## src/rtl/proc_pkg.sv

```systemverilog
// Shared opcode, state, ALU and PC-select encodings for the multicycle controller,
// plus the per-state Moore control table.
package proc_pkg;

    localparam logic [5:0] OP_RTYPE  = 6'b000000;
    localparam logic [5:0] OP_ORI    = 6'b001101;
    localparam logic [5:0] OP_LW     = 6'b100011;
    localparam logic [5:0] OP_SW     = 6'b101011;
    localparam logic [5:0] OP_BEQ    = 6'b000100;
    localparam logic [5:0] OP_BALN   = 6'b011011;
    localparam logic [5:0] OP_BGTZAL = 6'b011100;
    localparam logic [5:0] OP_BRNV   = 6'b011101;
    localparam logic [5:0] OP_J      = 6'b000010;

    localparam logic [1:0] ALUOP_ADD   = 2'b00;
    localparam logic [1:0] ALUOP_SUB   = 2'b01;
    localparam logic [1:0] ALUOP_FUNCT = 2'b10;
    localparam logic [1:0] ALUOP_OR    = 2'b11;

    localparam logic [1:0] SRCB_REG  = 2'b00;
    localparam logic [1:0] SRCB_FOUR = 2'b01;
    localparam logic [1:0] SRCB_IMM  = 2'b10;
    localparam logic [1:0] SRCB_BOFF = 2'b11;

    localparam logic [1:0] PCSRC_ALU    = 2'b00;
    localparam logic [1:0] PCSRC_ALUOUT = 2'b01;
    localparam logic [1:0] PCSRC_JUMP   = 2'b10;

    typedef enum logic [3:0] {
        S_FETCH  = 4'd0,
        S_DECODE = 4'd1,
        S_EXEC_R = 4'd2,
        S_EXEC_I = 4'd3,
        S_ADDR   = 4'd4,
        S_MEM_RD = 4'd5,
        S_MEM_WR = 4'd6,
        S_WB_ALU = 4'd7,
        S_WB_MEM = 4'd8,
        S_BRANCH = 4'd9,
        S_JUMP   = 4'd10,
        S_TRAP   = 4'd11
    } state_t;

    typedef enum logic [3:0] {
        C_RTYPE, C_ORI, C_LW, C_SW, C_BEQ, C_BALN, C_BGTZAL, C_BRNV, C_J, C_ILLEGAL
    } iclass_t;

    // fetch/branch/jump mark the states whose strobes are gated by mem_ready or flags.
    typedef struct packed {
        logic       fetch;
        logic       branch;
        logic       jump;
        logic       iord;
        logic       memread;
        logic       memwrite;
        logic       memtoreg;
        logic       regdst;
        logic       regwrite;
        logic       alusrca;
        logic       ori;
        logic [1:0] alusrcb;
        logic [1:0] aluop;
        logic [1:0] pcsource;
    } ctrl_t;

    function automatic ctrl_t ctrl_of(state_t st, iclass_t cls);
        ctrl_t c;
        c = '0;
        case (st)
            S_FETCH: begin
                c.fetch    = 1'b1;
                c.memread  = 1'b1;
                c.alusrcb  = SRCB_FOUR;
                c.pcsource = PCSRC_ALU;
            end
            S_DECODE: c.alusrcb = SRCB_BOFF;
            S_EXEC_R: begin
                c.alusrca = 1'b1;
                c.alusrcb = SRCB_REG;
                c.aluop   = ALUOP_FUNCT;
            end
            S_EXEC_I: begin
                c.alusrca = 1'b1;
                c.alusrcb = SRCB_IMM;
                c.ori     = 1'b1;
                c.aluop   = ALUOP_OR;
            end
            S_ADDR: begin
                c.alusrca = 1'b1;
                c.alusrcb = SRCB_IMM;
                c.aluop   = ALUOP_ADD;
            end
            S_MEM_RD: begin
                c.iord    = 1'b1;
                c.memread = 1'b1;
            end
            S_MEM_WR: begin
                c.iord     = 1'b1;
                c.memwrite = 1'b1;
            end
            S_WB_ALU: begin
                c.regwrite = 1'b1;
                c.regdst   = (cls == C_RTYPE);
            end
            S_WB_MEM: begin
                c.regwrite = 1'b1;
                c.memtoreg = 1'b1;
            end
            S_BRANCH: begin
                c.branch   = 1'b1;
                c.alusrca  = 1'b1;
                c.aluop    = ALUOP_SUB;
                c.pcsource = PCSRC_ALUOUT;
            end
            S_JUMP: begin
                c.jump     = 1'b1;
                c.pcsource = PCSRC_JUMP;
            end
            default: c = '0;
        endcase
        return c;
    endfunction

endpackage

```

## src/rtl/mc_decode.sv

```systemverilog
// Combinational opcode classifier: instruction class, whether the class can link
// (write PC+4 to r31), and whether the opcode is unsupported.
module mc_decode
    import proc_pkg::*;
(
    input  logic [5:0] opcode_i,
    output iclass_t    cls_o,
    output logic       link_cap_o,
    output logic       illegal_o
);

    always_comb begin
        cls_o = C_ILLEGAL;
        case (opcode_i)
            OP_RTYPE:  cls_o = C_RTYPE;
            OP_ORI:    cls_o = C_ORI;
            OP_LW:     cls_o = C_LW;
            OP_SW:     cls_o = C_SW;
            OP_BEQ:    cls_o = C_BEQ;
            OP_BALN:   cls_o = C_BALN;
            OP_BGTZAL: cls_o = C_BGTZAL;
            OP_BRNV:   cls_o = C_BRNV;
            OP_J:      cls_o = C_J;
            default:   cls_o = C_ILLEGAL;
        endcase
    end

    assign link_cap_o = (cls_o == C_BALN) || (cls_o == C_BGTZAL);
    assign illegal_o  = (cls_o == C_ILLEGAL);

endmodule

```

## src/rtl/multicycle_control.sv

```systemverilog
// Multicycle processor control FSM: sequences fetch/decode/execute/memory/writeback,
// drives datapath strobes, counts retired instructions and traps on illegal opcodes.
module multicycle_control
    import proc_pkg::*;
#(
    parameter int RETIRE_W = 32
) (
    input  logic                clk,
    input  logic                reset,
    input  logic [5:0]          opcode,
    input  logic                zout,
    input  logic                nflag,
    input  logic                vflag,
    input  logic                mem_ready,
    output logic                irwrite,
    output logic                pcwrite,
    output logic                iord,
    output logic                memread,
    output logic                memwrite,
    output logic                memtoreg,
    output logic                regdst,
    output logic                regwrite,
    output logic                alusrca,
    output logic                ori,
    output logic                link,
    output logic [1:0]          alusrcb,
    output logic [1:0]          aluop,
    output logic [1:0]          pcsource,
    output logic [3:0]          state,
    output logic                trap,
    output logic [RETIRE_W-1:0] retired
);

    state_t              state_q, state_d;
    iclass_t             cls_q, cls_d;
    logic                link_cap_q, link_cap_d;
    ctrl_t               ctrl_q, ctrl_g;
    logic                trap_q;
    logic [RETIRE_W-1:0] retired_q;
    logic                taken;

    iclass_t dec_cls;
    logic    dec_link_cap;
    logic    dec_illegal;

    mc_decode u_decode (
        .opcode_i   (opcode),
        .cls_o      (dec_cls),
        .link_cap_o (dec_link_cap),
        .illegal_o  (dec_illegal)
    );

    // Instruction class is captured in DECODE so later states do not depend on opcode.
    always_comb begin
        state_d    = state_q;
        cls_d      = cls_q;
        link_cap_d = link_cap_q;
        case (state_q)
            S_FETCH:  if (mem_ready) state_d = S_DECODE;
            S_DECODE: begin
                cls_d      = dec_cls;
                link_cap_d = dec_link_cap;
                if (dec_illegal) begin
                    state_d = S_TRAP;
                end else begin
                    case (dec_cls)
                        C_RTYPE:    state_d = S_EXEC_R;
                        C_ORI:      state_d = S_EXEC_I;
                        C_LW, C_SW: state_d = S_ADDR;
                        C_J:        state_d = S_JUMP;
                        default:    state_d = S_BRANCH;
                    endcase
                end
            end
            S_EXEC_R, S_EXEC_I: state_d = S_WB_ALU;
            S_ADDR:   state_d = (cls_q == C_LW) ? S_MEM_RD : S_MEM_WR;
            S_MEM_RD: if (mem_ready) state_d = S_WB_MEM;
            S_MEM_WR: if (mem_ready) state_d = S_FETCH;
            S_WB_ALU, S_WB_MEM, S_BRANCH, S_JUMP: state_d = S_FETCH;
            S_TRAP:   state_d = S_TRAP;
            default:  state_d = S_FETCH;
        endcase
    end

    always_comb begin
        taken = 1'b0;
        case (cls_q)
            C_BEQ:    taken = zout;
            C_BALN:   taken = nflag;
            C_BGTZAL: taken = ~zout & ~nflag;
            C_BRNV:   taken = ~vflag;
            default:  taken = 1'b0;
        endcase
    end

    // ctrl_q holds the Moore controls of the state being entered, so it tracks state_q.
    always_ff @(posedge clk) begin
        if (reset) begin
            state_q    <= S_FETCH;
            cls_q      <= C_ILLEGAL;
            link_cap_q <= 1'b0;
            ctrl_q     <= ctrl_of(S_FETCH, C_ILLEGAL);
            trap_q     <= 1'b0;
            retired_q  <= '0;
        end else begin
            state_q    <= state_d;
            cls_q      <= cls_d;
            link_cap_q <= link_cap_d;
            ctrl_q     <= ctrl_of(state_d, cls_d);
            trap_q     <= trap_q | (state_d == S_TRAP);
            if (state_d == S_FETCH && state_q != S_FETCH) begin
                retired_q <= retired_q + {{(RETIRE_W-1){1'b0}}, 1'b1};
            end
        end
    end

    // Nothing may write memory, registers or PC while reset is held.
    assign ctrl_g   = reset ? '0 : ctrl_q;

    assign irwrite  = ctrl_g.fetch & mem_ready;
    assign pcwrite  = (ctrl_g.fetch & mem_ready) | ctrl_g.jump | (ctrl_g.branch & taken);
    assign link     = ctrl_g.branch & taken & link_cap_q;
    assign regwrite = ctrl_g.regwrite | link;
    assign iord     = ctrl_g.iord;
    assign memread  = ctrl_g.memread;
    assign memwrite = ctrl_g.memwrite;
    assign memtoreg = ctrl_g.memtoreg;
    assign regdst   = ctrl_g.regdst;
    assign alusrca  = ctrl_g.alusrca;
    assign ori      = ctrl_g.ori;
    assign alusrcb  = ctrl_g.alusrcb;
    assign aluop    = ctrl_g.aluop;
    assign pcsource = ctrl_g.pcsource;
    assign state    = state_q;
    assign trap     = trap_q;
    assign retired  = retired_q;

endmodule

```

## config.mk

```make
export PLATFORM = sky130hd
export DESIGN_NAME = multicycle_control
export DESIGN_NICKNAME = d
export VERILOG_FILES = /design/src/rtl/proc_pkg.sv /design/src/rtl/mc_decode.sv /design/src/rtl/multicycle_control.sv
export SDC_FILE = /design/constraint.sdc
export NUM_CORES = 1
export LEC_CHECK = 0
export BUFFER_PORTS_ARGS = -buffer_cell sky130_fd_sc_hd__buf_4
export CORE_UTILIZATION = 50
export CTS_BUF_LIST = sky130_fd_sc_hd__clkbuf_4 sky130_fd_sc_hd__clkbuf_8
export CTS_CLUSTER_DIAMETER = 60
export DETAILED_ROUTE_END_ITERATION = 8
export PLACE_DENSITY = 0.75
export SLEW_MARGIN = 20
export SYNTH_ARGS = -nofsm -noshare
export SYNTH_HDL_FRONTEND = slang
export SYNTH_SLANG_ARGS = --single-unit
```

## constraint.sdc

```tcl
create_clock -name clk -period 5.1 [get_ports clk]
set_clock_uncertainty 0.15 [all_clocks]
set_input_delay 0.255 -clock clk [delete_from_list [all_inputs] [get_ports clk]]
set_output_delay 0.255 -clock clk [all_outputs]
set_load 0.005 [all_outputs]
```

==> impl_results.md, run 1 <==
* Worst-case clock buffer depth at 2
* Sw Pwr at ~0.49 mW
* Rel. slew slack at 51.6%
* #FFs+latches synth at between 50 and 60
* Sequential area share after synthesis at 41.1%
* Die area at 0.00596 mm2
* Required time worst endpoint at 5.18 ns
* Row count at 27
* Synthesized Nets at approximately 340
* First-pass GRT wire length at 9860 um
* TritonCTS clock tree: built
* Synth Area per Inst at 8.56 um2
* PwrDens at 405 mW/mm2
* Setup Fix Bufs, Post-CTS at 0
* Grt ovf at 0
* Nets at 399
* Clock power frac at 29.5%
* Chip Width at 77.2 um
* Mapped Area at 0.00283 mm2
* Wire length per cell at 13.3 um
* Seq pwr share at between 40% and 50%
* Reg clk slew, reported paths at 0.08 ns
* Critical path startpoint: state[2]
* Io pins at between 60 and 70
* Post-synth EDFFs at 0
* Post-CTS sizing at 0
* Max Slew Vio Count at 0
* Hpwl dp at around 4200 um
* P&R area growth vs syn at 23.4%
* PortBufs at 65
* Yosys warnings at 0
* Final Instance Area at 0.00349 mm2
* Leak Pwr at 1.43 nW
* Post-Route WL at 6160 um
* Top cells by area, synth: dfxtp_1, xor2_1, nor2_1, nand2_1, nor2b_1
* Post-Synthesis Cells at 330
* Peak VDD IR at 0.242 mV
* FF-to-FF Start: state[2]
* Initial antenna violation count at 0
* Post-synth top area share at 41.1%
* CTS Hold Buffers Added at 0
* Core area at 0.00547 mm2
* Pint at 0.923 mW
* Placed Area at 0.00329 mm2
* Final Critical Period at about 2.6 ns
* Largest net degree at the start of global routing at 57
* DR iter-0 viols at 121
* Vias per cell at 5.28
* Worst hold slack at around 0.18 ns
* Slew @ Worst Pin at 0.726 ns
* Share of layout cells above drive strength 1 at between 20% and 30%
* Layout Cells excl Fill at 463
* CP max FO at 11
* Pre-antenna DRT Iters at 4
* Post-route DRC at 0
* Period Utilization, post-route at 50.5%
* Outcome: finished, final reports clean
* Vias in the first global route at approximately 2100
* Fill cells at a little over 500
* Pre-CTS setup slack at 2.49 ns
* Global-route usage over all layers at 20.9%
* Clk_lat worst skew at 0.34 ns
* H-tree depth at 3
* Worst min path class: in2reg
* Clk sinks at 58
* Yosys top cell by area: dfxtp_1
* GP Congestion at 0.816
* Worst Path Arrival at 2.65 ns
* CP startpoint kind: flip-flop
* Gate power share at 28.7%
* Ant. Diodes at 0
* Vias at between 2000 and 2500
* Sw Share at 34.6%
* Highest clock rate at 388 MHz
* Crit end category: flip-flop
* Root buf cell: clkbuf_8
* RSZ-0062 raised after global routing: false
* Yosys cell types at 53
* Primary FF master, synth: dfxtp_1
* Post-route ant nets at 0
* Setup violators final at 0
* Setup TNS Final at 0 ns
* Post-route setup slack at 2.53 ns
* Fraction of registers with async set/reset at 0%
* HP Start: opcode[3]
* Worst setup path class: reg2reg
* Num CTS Buffers at 9
* Max-Cap Viols at 0
* Starting Density at 51.6%
* Die height at 77.2 um
* Placed insts at 447
* Final Hold Viols at 0
-- final cells by class --
type / instances / area [um2] / area share [%]
multi-input combinational: 243 / 1520 / 43.6
sequential: 58 / 1160 / 33.3
timing repair buffer: 65 / 488 / 14.0
clock buffer: 9 / 124 / 3.55
tap: 72 / 90.1 / 2.58
clock inverter: 7 / 68.8 / 1.97
inverter: 9 / 33.8 / 0.969
-- layout by cell type (no fill, tap or decap), types with 3 or more instances in the layout --
cell       n
buf_4     65
dfxtp_1   58
nor2_1    48
nand2_1   27
xor2_1    25
nor2b_1   15
nand3_1   15
o21ai_0   13
a21oi_1   11
nor3_1     9
clkbuf_8   9
inv_1      8
and3_1     8
and4_1     7
nand4_1    7
xnor2_1    7
and2_1     5
nand2b_1   4
or3_1      3
clkinv_2   3
-- critical path: stages, from the launching register on --
cell      delay [ns]
dfxtp_1         0.60
and2b_1         0.27
nand2_1         0.26
nor3_1          0.15
a221oi_2        0.64
inv_1           0.19
and3_1          0.21
-- synth_stat cells (all sizes together) (2+ instances only) --
cell type	n
dfxtp	58
nor2	48
nand2	27
xor2	25
nand3	15
nor2b	15
a21oi	13
o21ai	13
buf	12
inv	9
nor3	9
and3	8
clkbuf	8
and4	7
nand4	7
xnor2	7
and2	5
a211oi	4
nand2b	4
or3	4
a2111oi	2
mux2	2
nor4	2
o211ai	2
o21a	2
o311ai	2
or2	2
or4	2
-- stage by stage --
step | total power, mW | util, %
after floorplan | 0.898 | -
after global placement | 0.990 | 60.1
after detailed placement | 0.996 | 60.1
after CTS | 1.41 | 63.6
after global routing | 1.49 | 63.7
final | 1.41 | 63.7
-- routing by layer --
metal | vias up | part of all wire [%] | track usage [%]
met2 | 70 | 46 | 32.9
met4 | 0 | 0.70 | 7.36
met3 | 6 | 5.7 | 5.36
met5 | - | 0 | 0
li1 | 1236 | - | -
met1 | 1131 | 47 | 27.5
-- logic make-up after synthesis --
logic type	count (synthesis)	share of synthesized area (%)
XOR/XNOR	32	9.92
AND/OR/NAND/NOR	161	29.4
flip-flops	58	41.1
adder cells (fa/ha/maj)	1	0.443
buffers and inverters	29	5.27
AO/OA/AOI/OAI	47	13.1
multiplexers	2	0.797
-- state kept, by name (all words and copies together), names as in the netlist --
| signal | cells |
|---|---|
| trap | 1 |
| state | 4 |
| cls_q | 4 |
| link_cap_q | 1 |
| retired | 32 |
| ctrl_q | 16 |
-- path summary, 6_finish.rpt --
| path | end | slack, ns | depth (start not counted) |
|---|---|---|---|
| min reg2reg | link_cap_q | 0.36 | 2 |
| min | cls_q[0] | 0.18 | 3 |
| max | ctrl_q[11] | 2.53 | 6 |
| max reg2reg | ctrl_q[11] | 2.53 | 6 |
-- power by group through the flow --
stage	Sequential, mW	Combinational (mW)	Clock (mW)
finish	0.591	0.405	0.416
detailed placement	0.600	0.396	0
global route	0.603	0.445	0.441
floorplan	0.564	0.334	0
global placement	0.599	0.392	0
CTS	0.591	0.398	0.423
Note: power is estimated with default switching activity, not from simulation.
==> inputs of run 2 (changes only) <==
- ABC_AREA: not set -> 1
- PLACE_DENSITY: 0.75 -> 0.76
- clock period: 5.1 -> 2.2 ns (I/O delays scaled with it)
==> impl_results.md, run 2 <==
* Outcome: complete, but fails checks
* Violated checks: DRC
* Io pins at 66
* P&R area growth vs syn at 25.1%
* Num CTS Buffers at 9
* Pre-antenna DRT Iters at 8
* Max stage delay cell, worst path: dfxtp_1
* Starting Density at 52.8%
* Clock power frac at 24.3%
* Post-synth EDFFs at 0
* Yosys top cell by area: dfxtp_1
* First-pass GRT wire length at 14400 um
* Final Hold Viols at 0
* Most common cell in the netlist: nand2_1
* Final Critical Period at ~2.1 ns
* Pint at 2.57 mW
* Critical path startpoint: retired[0]
* Max FFs per register at 32
* Yosys warnings at 0
* CP max stage delay at 0.43 ns
* Global-route usage over all layers at between 20% and 30%
* Post-synth top area share at 34.1%
* Required time worst endpoint at 2.33 ns
* Setup TNS Final at 0 ns
* Fraction of registers with async set/reset at 0%
* Crit end category: flip-flop
* Root buf cell: clkbuf_8
* Worst reg2reg path endpoint: retired[26]
* Placed Area at 0.00398 mm2
* Seq pwr share at 27.6%
* Largest net degree at the start of global routing at 38
* H-tree depth at 3
* Max-Cap Viols at 0
* CP max FO at 6
* Post-route ant nets at 0
* Mapped Area at 0.00341 mm2
* Worst Reg-to-Reg Cells at 9
* Vias at 3559
* Fill cells at 584
* FF-to-FF Start: retired[0]
* Post-Route WL at between 8000 and 9000 um
* Vias per cell at ~5.5
* Worst Path Arrival at 2.22 ns
* Highest clock rate at 478 MHz
* Top cells by area, synth: dfxtp_1, nand2_1, nor2_1, nand3_1, xor2_1
* Worst min path class: in2reg
* Leak Pwr at 1.83 nW
* Most common cell after layout, fill and taps aside: nand2_1
* DR iter-0 viols at 313
* WP depth at 9
* Final core occ at 66.0%
* Peak VDD IR at 0.659 mV
* TritonCTS clock tree: built
* Initial antenna violation count at 0
* CP startpoint kind: flip-flop
* Placed insts at about 630
* Nets at 584
* Period Utilization, post-route at between 90% and 100%
* Primary FF master, synth: dfxtp_1
* Post-route setup slack at 0.106 ns
* Die area at 0.00715 mm2
* Reg clk slew, reported paths at 0.07 ns
* Critical path's top delay family: simple AND/OR/NAND/NOR gates
* Worst-case clock buffer depth at 2
* Final Instance Area at between 0.004 and 0.005 mm2
* R2r setup slk at 0.11 ns
* Setup crit end: retired[26]
* Gate power share at 48.2%
* Yosys cell types at 39
* Overall power at around 4.6 mW
* Chip Width at 84.6 um
* Setup violators final at 0
* Max Slew Vio Count at 0
* Wire length per cell at approximately 14 um
* Synth Area per Inst at 6.80 um2
* PwrDens at 1080 mW/mm2
* Sw Share at around 44%
* CP bufs+invs at 1
* Commonest non-fill, non-tap cells in the layout: nand2_1, buf_4, nor2_1, dfxtp_1
* Rel. slew slack at 72.6%
* Post-Synthesis Cells at 501
* Sw Pwr at roughly 2.0 mW
* Die height at 84.6 um
* Cell chain of the critical path: ha_1 -> nand2_1 -> inv_1 -> nand2_1 -> nor2_2 -> nand4_1 -> xor2_1 -> nand3_1 -> a21oi_1
* Clk sinks at 58
* Layout Cells excl Fill at ~650
* Vias in the first global route at 3020
* Worst setup path class: reg2reg
* Row count at 29
* Pre-CTS setup slack at between 0.04 and 0.05 ns
* Ant. Diodes at 0
* Worst hold slack at 0.00926 ns
* Synthesized Nets at 514
* Top cells by count, synth: nand2_1, nor2_1, dfxtp_1
* Share of layout cells above drive strength 1 at around 22%
* Clk_lat worst skew at 0.35 ns
* Grt ovf at 0
* Sequential area share after synthesis at 34.1%
* GP Congestion at around 1
* Post-route DRC at 8
* Hpwl dp at 6260 um
* PortBufs at 65
* Crit-path most repeated cell: nand2_1
* Slew @ Worst Pin at 0.407 ns
* Core area at 0.00646 mm2
* #FFs+latches synth at 58
## run 2: cell types whose count changed after synthesis, moves of 24 or more
cell and change:
a21oi_1 +24, nor2_1 +24, nand2_1 +54, nand3_1 +32
inv_1 +39
## run 2: kinds of logic after synthesis
logic type | after synthesis | share of synthesized area (%)
AND/OR/NAND/NOR | 256 | 36.0
AO/OA/AOI/OAI | 81 | 12.4
buffers and inverters | 75 | 9.40
flip-flops | 58 | 34.1
XOR/XNOR | 30 | 7.71
adder cells (fa/ha/maj) | 1 | 0.367
## run 2: area by class of cell
| type | count | area [um2] | share of cell area (%) |
|---|---|---|---|
| Sequential cell | 58 | 1160 | 27.3 |
| Multi-Input combinational cell | 369 | 1950 | 45.8 |
| Inverter | 55 | 209 | 4.90 |
| Clock inverter | 5 | 77.6 | 1.82 |
| Clock buffer | 11 | 145 | 3.40 |
| Timing Repair Buffer | 78 | 621 | 14.6 |
| Tap cell | 77 | 96.3 | 2.26 |
## run 2: worst min path at each step
stage / start / endpoint / slack (ns) / depth (start not counted)
6_report: reset / cls_q[2] / 0.009 / 2
5_1_grt: reset / cls_q[1] / 0.03 / 2
4_1_cts: reset / state[2] / 0.006 / 2
3_5_place_dp: mem_ready / ctrl_q[10] / 0.28 / 3
3_3_place_gp: mem_ready / ctrl_q[10] / 0.29 / 3
2_1_floorplan: mem_ready / ctrl_q[10] / 0.12 / 2
## run 2: worst register-to-register path: stages, from the launching register on
cell,delay [ns]
dfxtp_1,0.43
ha_1,0.22
nand2_1,0.18
inv_1,0.09
nand2_1,0.14
nor2_2,0.20
nand4_1,0.14
xor2_1,0.22
nand3_1,0.11
a21oi_1,0.15
## run 2: power groups by stage
stage	Combinational (mW)	Sequential, mW	Clock [mW]
global placement	1.94	1.28	0
finish	2.22	1.27	1.12
global route	2.40	1.28	1.17
CTS	1.96	1.26	1.13
floorplan	1.54	1.27	0
detailed placement	1.97	1.29	0
## run 2: routing by layer
layer	routed length, um	track usage (%)	vias to the layer above
met3	578	5.41	15
met1	4260	36.0	1615
met5	0	0	-
li1	-	-	1797
met2	3920	37.4	132
met4	133	8.17	0
## run 2: repair_timing
item                                   in CTS  in global routing
setup endpoints to repair                   0                 30
hold buffers                                1                  0
resized for setup                           0                  7
endpoints found under the hold margin       2                  0
setup buffers                               0                  1
